<file path="src/rtl/ctrl_pkg.sv">
// Shared pipeline-control definitions: opcodes, PC-source codes, FSM states, trap causes.
package ctrl_pkg;

    localparam logic [6:0] OP_LOAD   = 7'b0000011;
    localparam logic [6:0] OP_STORE  = 7'b0100011;
    localparam logic [6:0] OP_BRANCH = 7'b1100011;
    localparam logic [6:0] OP_JAL    = 7'b1101111;
    localparam logic [6:0] OP_JALR   = 7'b1100111;
    localparam logic [6:0] OP_SYSTEM = 7'b1110011;
    localparam logic [6:0] OP_IMM    = 7'b0010011;
    localparam logic [6:0] OP_LUI    = 7'b0110111;
    localparam logic [6:0] OP_AUIPC  = 7'b0010111;

    localparam logic [1:0] PC_PLUS4  = 2'd0;
    localparam logic [1:0] PC_TARGET = 2'd1;
    localparam logic [1:0] PC_MTVEC  = 2'd2;
    localparam logic [1:0] PC_MEPC   = 2'd3;

    typedef enum logic [1:0] {
        ST_RUN      = 2'd0,
        ST_MEM_WAIT = 2'd1,
        ST_REDIRECT = 2'd2,
        ST_TRAP     = 2'd3
    } ctrl_state_e;

    localparam logic CAUSE_IRQ     = 1'b0;
    localparam logic CAUSE_TIMEOUT = 1'b1;

    // A valid DE instruction that changes control flow this cycle.
    function automatic logic is_redirect(input logic       valid,
                                         input logic [6:0] opcode,
                                         input logic       taken,
                                         input logic       mret);
        return valid && ((opcode == OP_JAL) || (opcode == OP_JALR) ||
                         ((opcode == OP_BRANCH) && taken) || mret);
    endfunction

endpackage

</file>
<file path="src/rtl/forward_unit.sv">
// MW-to-DE operand bypass compare; purely combinational, x0 never forwards.
module forward_unit (
    input  logic [4:0] mw_rd,
    input  logic       mw_reg_wr,
    input  logic [4:0] de_rs1,
    input  logic [4:0] de_rs2,
    output logic       fwd_a,
    output logic       fwd_b
);

    logic mw_writes;

    assign mw_writes = mw_reg_wr && (mw_rd != 5'd0);
    assign fwd_a     = mw_writes && (mw_rd == de_rs1);
    assign fwd_b     = mw_writes && (mw_rd == de_rs2);

endmodule

</file>
<file path="src/rtl/pipeline_controller.sv">
// Stall/flush/PC-select sequencing for the 3-stage pipeline, with a data-memory wait
// watchdog and trap/MRET handling. Outputs are combinational from state and DE/MW inputs.
module pipeline_controller
    import ctrl_pkg::*;
#(
    parameter int TIMEOUT_CYCLES = 16,
    parameter int CNT_W          = 8
) (
    input  logic       clk,
    input  logic       rst_n,
    input  logic [6:0] de_opcode,
    input  logic [4:0] de_rs1,
    input  logic [4:0] de_rs2,
    input  logic       de_valid,
    input  logic       de_is_mret,
    input  logic       branch_taken,
    input  logic [4:0] mw_rd,
    input  logic       mw_reg_wr,
    input  logic       mw_mem_op,
    input  logic       dmem_ready,
    input  logic       irq,
    output logic       stall_if,
    output logic       stall_de,
    output logic       flush_de,
    output logic       flush_mw,
    output logic [1:0] pc_sel,
    output logic       fwd_a,
    output logic       fwd_b,
    output logic       trap,
    output logic       trap_cause,
    output logic [1:0] ctrl_state
);

    localparam logic [CNT_W-1:0] CNT_LAST = CNT_W'(TIMEOUT_CYCLES - 1);

    ctrl_state_e      state_q, state_d;
    logic [CNT_W-1:0] cnt_q, cnt_d;
    logic             cause_q, cause_d;

    logic       stall_c, flush_de_c, flush_mw_c, trap_c;
    logic [1:0] pc_sel_c;
    logic       fwd_a_c, fwd_b_c;
    logic       redirect;

    assign redirect = is_redirect(de_valid, de_opcode, branch_taken, de_is_mret);

    always_comb begin
        state_d    = state_q;
        cnt_d      = cnt_q;
        cause_d    = cause_q;
        stall_c    = 1'b0;
        flush_de_c = 1'b0;
        flush_mw_c = 1'b0;
        trap_c     = 1'b0;
        pc_sel_c   = PC_PLUS4;
        case (state_q)
            ST_RUN: begin
                if (mw_mem_op && !dmem_ready) begin
                    stall_c = 1'b1;
                    cnt_d   = '0;
                    state_d = ST_MEM_WAIT;
                end else if (irq && de_valid) begin
                    cause_d = CAUSE_IRQ;
                    state_d = ST_TRAP;
                end else if (redirect) begin
                    pc_sel_c   = de_is_mret ? PC_MEPC : PC_TARGET;
                    flush_de_c = 1'b1;
                    state_d    = ST_REDIRECT;
                end
            end
            ST_MEM_WAIT: begin
                stall_c = 1'b1;
                // A completing access in the last allowed cycle still wins over the watchdog.
                if (dmem_ready) begin
                    cnt_d   = '0;
                    state_d = ST_RUN;
                end else if (cnt_q == CNT_LAST) begin
                    flush_mw_c = 1'b1;
                    cnt_d      = '0;
                    cause_d    = CAUSE_TIMEOUT;
                    state_d    = ST_TRAP;
                end else begin
                    cnt_d = cnt_q + 1'b1;
                end
            end
            ST_REDIRECT: begin
                state_d = ST_RUN;
            end
            ST_TRAP: begin
                trap_c     = 1'b1;
                pc_sel_c   = PC_MTVEC;
                flush_de_c = 1'b1;
                flush_mw_c = 1'b1;
                state_d    = ST_RUN;
            end
            default: state_d = ST_RUN;
        endcase
    end

    always_ff @(posedge clk or negedge rst_n) begin
        if (!rst_n) begin
            state_q <= ST_RUN;
            cnt_q   <= '0;
            cause_q <= CAUSE_IRQ;
        end else begin
            state_q <= state_d;
            cnt_q   <= cnt_d;
            cause_q <= cause_d;
        end
    end

    forward_unit u_fwd (
        .mw_rd     (mw_rd),
        .mw_reg_wr (mw_reg_wr),
        .de_rs1    (de_rs1),
        .de_rs2    (de_rs2),
        .fwd_a     (fwd_a_c),
        .fwd_b     (fwd_b_c)
    );

    // Reset forces every control output quiet even while DE/MW inputs are live.
    assign stall_if   = rst_n && stall_c;
    assign stall_de   = rst_n && stall_c;
    assign flush_de   = rst_n && flush_de_c;
    assign flush_mw   = rst_n && flush_mw_c;
    assign trap       = rst_n && trap_c;
    assign fwd_a      = rst_n && fwd_a_c;
    assign fwd_b      = rst_n && fwd_b_c;
    assign pc_sel     = rst_n ? pc_sel_c : PC_PLUS4;
    assign trap_cause = cause_q;
    assign ctrl_state = state_q;

endmodule

</file>
<file path="config.mk">
export PLATFORM = sky130hd
export DESIGN_NAME = pipeline_controller
export DESIGN_NICKNAME = d
export VERILOG_FILES = /design/src/rtl/ctrl_pkg.sv /design/src/rtl/forward_unit.sv /design/src/rtl/pipeline_controller.sv
export SDC_FILE = /design/constraint.sdc
export NUM_CORES = 1
export LEC_CHECK = 0
export CAP_MARGIN = 20
export CELL_PAD_IN_SITES_DETAIL_PLACEMENT = 0
export CELL_PAD_IN_SITES_GLOBAL_PLACEMENT = 2
export CORE_MARGIN = 2
export CORE_UTILIZATION = 21
export CTS_CLUSTER_DIAMETER = 60
export CTS_CLUSTER_SIZE = 20
export DETAILED_ROUTE_END_ITERATION = 10
export GPL_TIMING_DRIVEN = 0
export PLACE_DENSITY = 0.83
export SYNTH_ARGS = -nofsm -noshare
export SYNTH_HDL_FRONTEND = slang
export SYNTH_SLANG_ARGS = --single-unit
</file>
<file path="constraint.sdc">
create_clock -name clk -period 1.6 [get_ports clk]
set_clock_uncertainty 0.15 [all_clocks]
set_input_delay 0.32 -clock clk [delete_from_list [all_inputs] [get_ports clk]]
set_output_delay 0.32 -clock clk [all_outputs]
set_load 0.005 [all_outputs]
</file>
==> run metrics <==
result of the run=complete, but fails checks; violated checks=negative setup slack; timing-limited maximum frequency=~520 MHz; Arr. time, crit path=1440 ps; synthesized instance count=102; IO Count=43; reported leakage power=0.8398 nW; Routed WL=3134 µm; total CTS buffers=3; half-perimeter wire length of the detailed placement result=2062 µm; number of distinct standard cells referenced by the synthesized netlist=38; placed insts=around 200; worst rel slew slack=0.6068; Setup Total Neg Slack=-3405 ps; count of inserted antenna diode cells=0; RSZ-0062 raised after global routing=true; core area=4324 µm²; dpl ws=-1291 ps; internal portion of total power=1.321 mW; category of the worst setup path launch point=register; fill count=421; worst r2r dst=cnt_q[7]; number of slew-limit violations in the final report=0; part of the power in registers=0.184; number of hold-slack violations in the final timing report=0; via count of the first global-routing pass=1145; initial antenna violation count=0; number of synthesized flops with an enable pin=0; cell types with the largest area share after synthesis=sky130_fd_sc_hd__dfrtp_1 (29%), sky130_fd_sc_hd__xnor2_1 (10%), sky130_fd_sc_hd__ha_1 (5.3%), sky130_fd_sc_hd__nand2b_1 (4.0%), sky130_fd_sc_hd__xor2_1 (3.7%); portion of synthesized cell area occupied by the leading cell type=0.2926; hold-critical path depth=1; layout net count=208; net load switching power=0.7858 mW; setup slack of the most critical reg-to-reg path=-160 ps; post-synth design cell area=around 940 µm²; worst-margin pin slew=587.8 ps; Starting DRT DRC Count=42; routability-driven placement congestion ratio=0.8300; Endpoint, Worst Hold=trap_cause; TritonCTS clock tree=built; number of cells in the finished layout apart from fillers=224; crit path time final=1908 ps; total of endpoints with negative setup slack in the final report=20; crit path setup slack, layout=-308.3 ps; combinational share of power=0.679; required time of the critical path=about 1100 ps; syn nets=137; count of state elements after synthesis=11; via-per-instance ratio=~4.7; wire length of the first global-routing pass=5195 µm; number of remaining DRC errors=0; Synth area leader=sky130_fd_sc_hd__dfrtp_1; count of H-tree levels built during CTS=1; clock root buffer=sky130_fd_sc_hd__clkbuf_8; sequential share of the synthesized area=0.2926; min-delay worst type=register to register; vertical extent of the die=around 71 µm; gr usage total=0.1297; Skew-Pair Late Insertion Delay=240 ps; Clk network pwr share=0.138; drt first pass iters=4; startpoint of the most critical hold path=trap_cause; PD cells=1109 nW/µm²; element type at the critical path end=primary output; total clock sinks=11; minimum hold slack=347.6 ps; commonest cells after routing, fill and taps aside=sky130_fd_sc_hd__buf_4 (15), sky130_fd_sc_hd__dlygate4sd2_1 (12), sky130_fd_sc_hd__xnor2_1 (11); max-capacitance violation count=0; initial cell density of the core=0.2176; number of buffers between clock root and the deepest sink=2; Worst-path clk slew=50 ps; leading cell type in the layout, fill and taps excluded=sky130_fd_sc_hd__buf_4; pin count of the biggest net entering global routing=12; floorplan die area=5032 µm²; count of buffers from port buffering=42; die outline width=approximately 70 µm; Synth Flop Type=sky130_fd_sc_hd__dfrtp_1; number of cells on the worst reg-to-reg path=7; post-detailed-route wirelength per cell=approximately 14 µm; number of warnings issued by yosys=0; overall via count from detail_route=1051; Critical R2R Launch=ctrl_state[1]; switch share=0.3730; mean cell area of the mapped netlist=between 9 and 10 µm²; largest voltage drop on the vdd net=roughly 0.35 mV; critical setup path kind=register to primary output; largest fanout on the critical path=2; final critical-path share of the clock period=1.193; layout cells sized above 1=0.4942; final antenna-violating net count=0; fraction of synthesis flops using an asynchronous set or reset pin=1.000; P&R area growth vs syn=101.9%; total gr overflow=0; num rows=24
worst max-delay path: stages, from the launching register on:
cell                       delay, ps
sky130_fd_sc_hd__dfrtp_2         420
sky130_fd_sc_hd__nor4_4          390
sky130_fd_sc_hd__nand2b_4        100
sky130_fd_sc_hd__nor2_4           80
sky130_fd_sc_hd__o21a_1          110
sky130_fd_sc_hd__buf_2           100
synth_stat cells (2+ instances only):
master                     count
sky130_fd_sc_hd__nor4_1        2
sky130_fd_sc_hd__and2_1        3
sky130_fd_sc_hd__nor2_1        8
sky130_fd_sc_hd__dfrtp_1      11
sky130_fd_sc_hd__a211oi_1      2
sky130_fd_sc_hd__inv_1         4
sky130_fd_sc_hd__a21oi_1       6
sky130_fd_sc_hd__o21ai_0       2
sky130_fd_sc_hd__a22o_1        2
sky130_fd_sc_hd__nor2b_1       2
sky130_fd_sc_hd__ha_1          4
sky130_fd_sc_hd__nand2_1       7
sky130_fd_sc_hd__xnor2_1      11
sky130_fd_sc_hd__nand2b_1      6
sky130_fd_sc_hd__nand3_1       5
sky130_fd_sc_hd__nor2_2        2
sky130_fd_sc_hd__xor2_1        4
cell families after synthesis:
family,count (synthesis),share of synthesized area
and+or+nand+nor,43,0.2660
muxes,1,0.01197
adders and majority gates,4,0.05319
xor gates and xnor gates,15,0.1396
AOI/OAI and AO/OA,22,0.2008
buffers and inverters,6,0.03590
DFF,11,0.2925
how the worst max path moves through the flow:
| stage | start | end | slack, ps | cells past startpoint |
|---|---|---|---|---|
| 3_3_place_gp | rst_n | fwd_a | -1290 | 4 |
| 4_1_cts | cnt_q[7] | flush_mw | -330 | 5 |
| 2_1_floorplan | ctrl_state[0] | cnt_q[7] | -50 | 7 |
| 6_report | cnt_q[4] | flush_mw | -310 | 5 |
| 3_5_place_dp | rst_n | fwd_a | -1290 | 4 |
| 5_1_grt | cnt_q[4] | flush_mw | -390 | 5 |
flip-flops by register name, indices dropped and copies added (netlist names):
| name | flops |
|---|---|
| trap_cause | 1 |
| cnt_q | 8 |
| ctrl_state | 2 |
through the flow:
stage               utilization  power (mW)  cell area [µm²]
global placement         0.3388       1.266             1465
detailed placement       0.3388       1.290             1465
floorplan                     -      0.9430            979.7
CTS                      0.4115       1.999             1779
global route             0.4392       2.259             1899
finish                   0.4392       2.107             1899
per-layer routing:
layer | track usage | up-vias | part of all wire
li1 | - | 505 | -
met1 | 0.1495 | 491 | 0.40
met2 | 0.2368 | 48 | 0.51
met3 | 0.03134 | 7 | 0.070
met4 | 0.03774 | 0 | 0.019
met5 | 0 | - | 0
power groups by stage:
| stage | combinational, mW | sequential [mW] | clock, mW |
|---|---|---|---|
| finish | 1.43 | 0.387 | 0.290 |
| global route | 1.56 | 0.392 | 0.312 |
| CTS | 1.31 | 0.386 | 0.301 |
| detailed placement | 0.884 | 0.406 | 0 |
| global placement | 0.864 | 0.401 | 0 |
| floorplan | 0.545 | 0.398 | 0 |
what timing repair did:
action,4_1_cts,5_1_grt
gates resized for setup,114,21
endpoints found under the setup margin,22,21
hold endpoints to repair,11,0
hold buffers,1,0
pin swaps,29,26
setup buffers,20,7
area by class of cell:
class	count	area [µm²]	share of cell area
Multi-Input combinational cell	85	872.1	0.4592
Inverter	4	15.01	0.007905
Tap cell	52	65.06	0.03426
Buffer	1	7.507	0.003953
Timing Repair Buffer	67	616.8	0.3248
Clock buffer	4	45.04	0.02372
Sequential cell	11	277.8	0.1462
(Power assumes the default switching activity.)
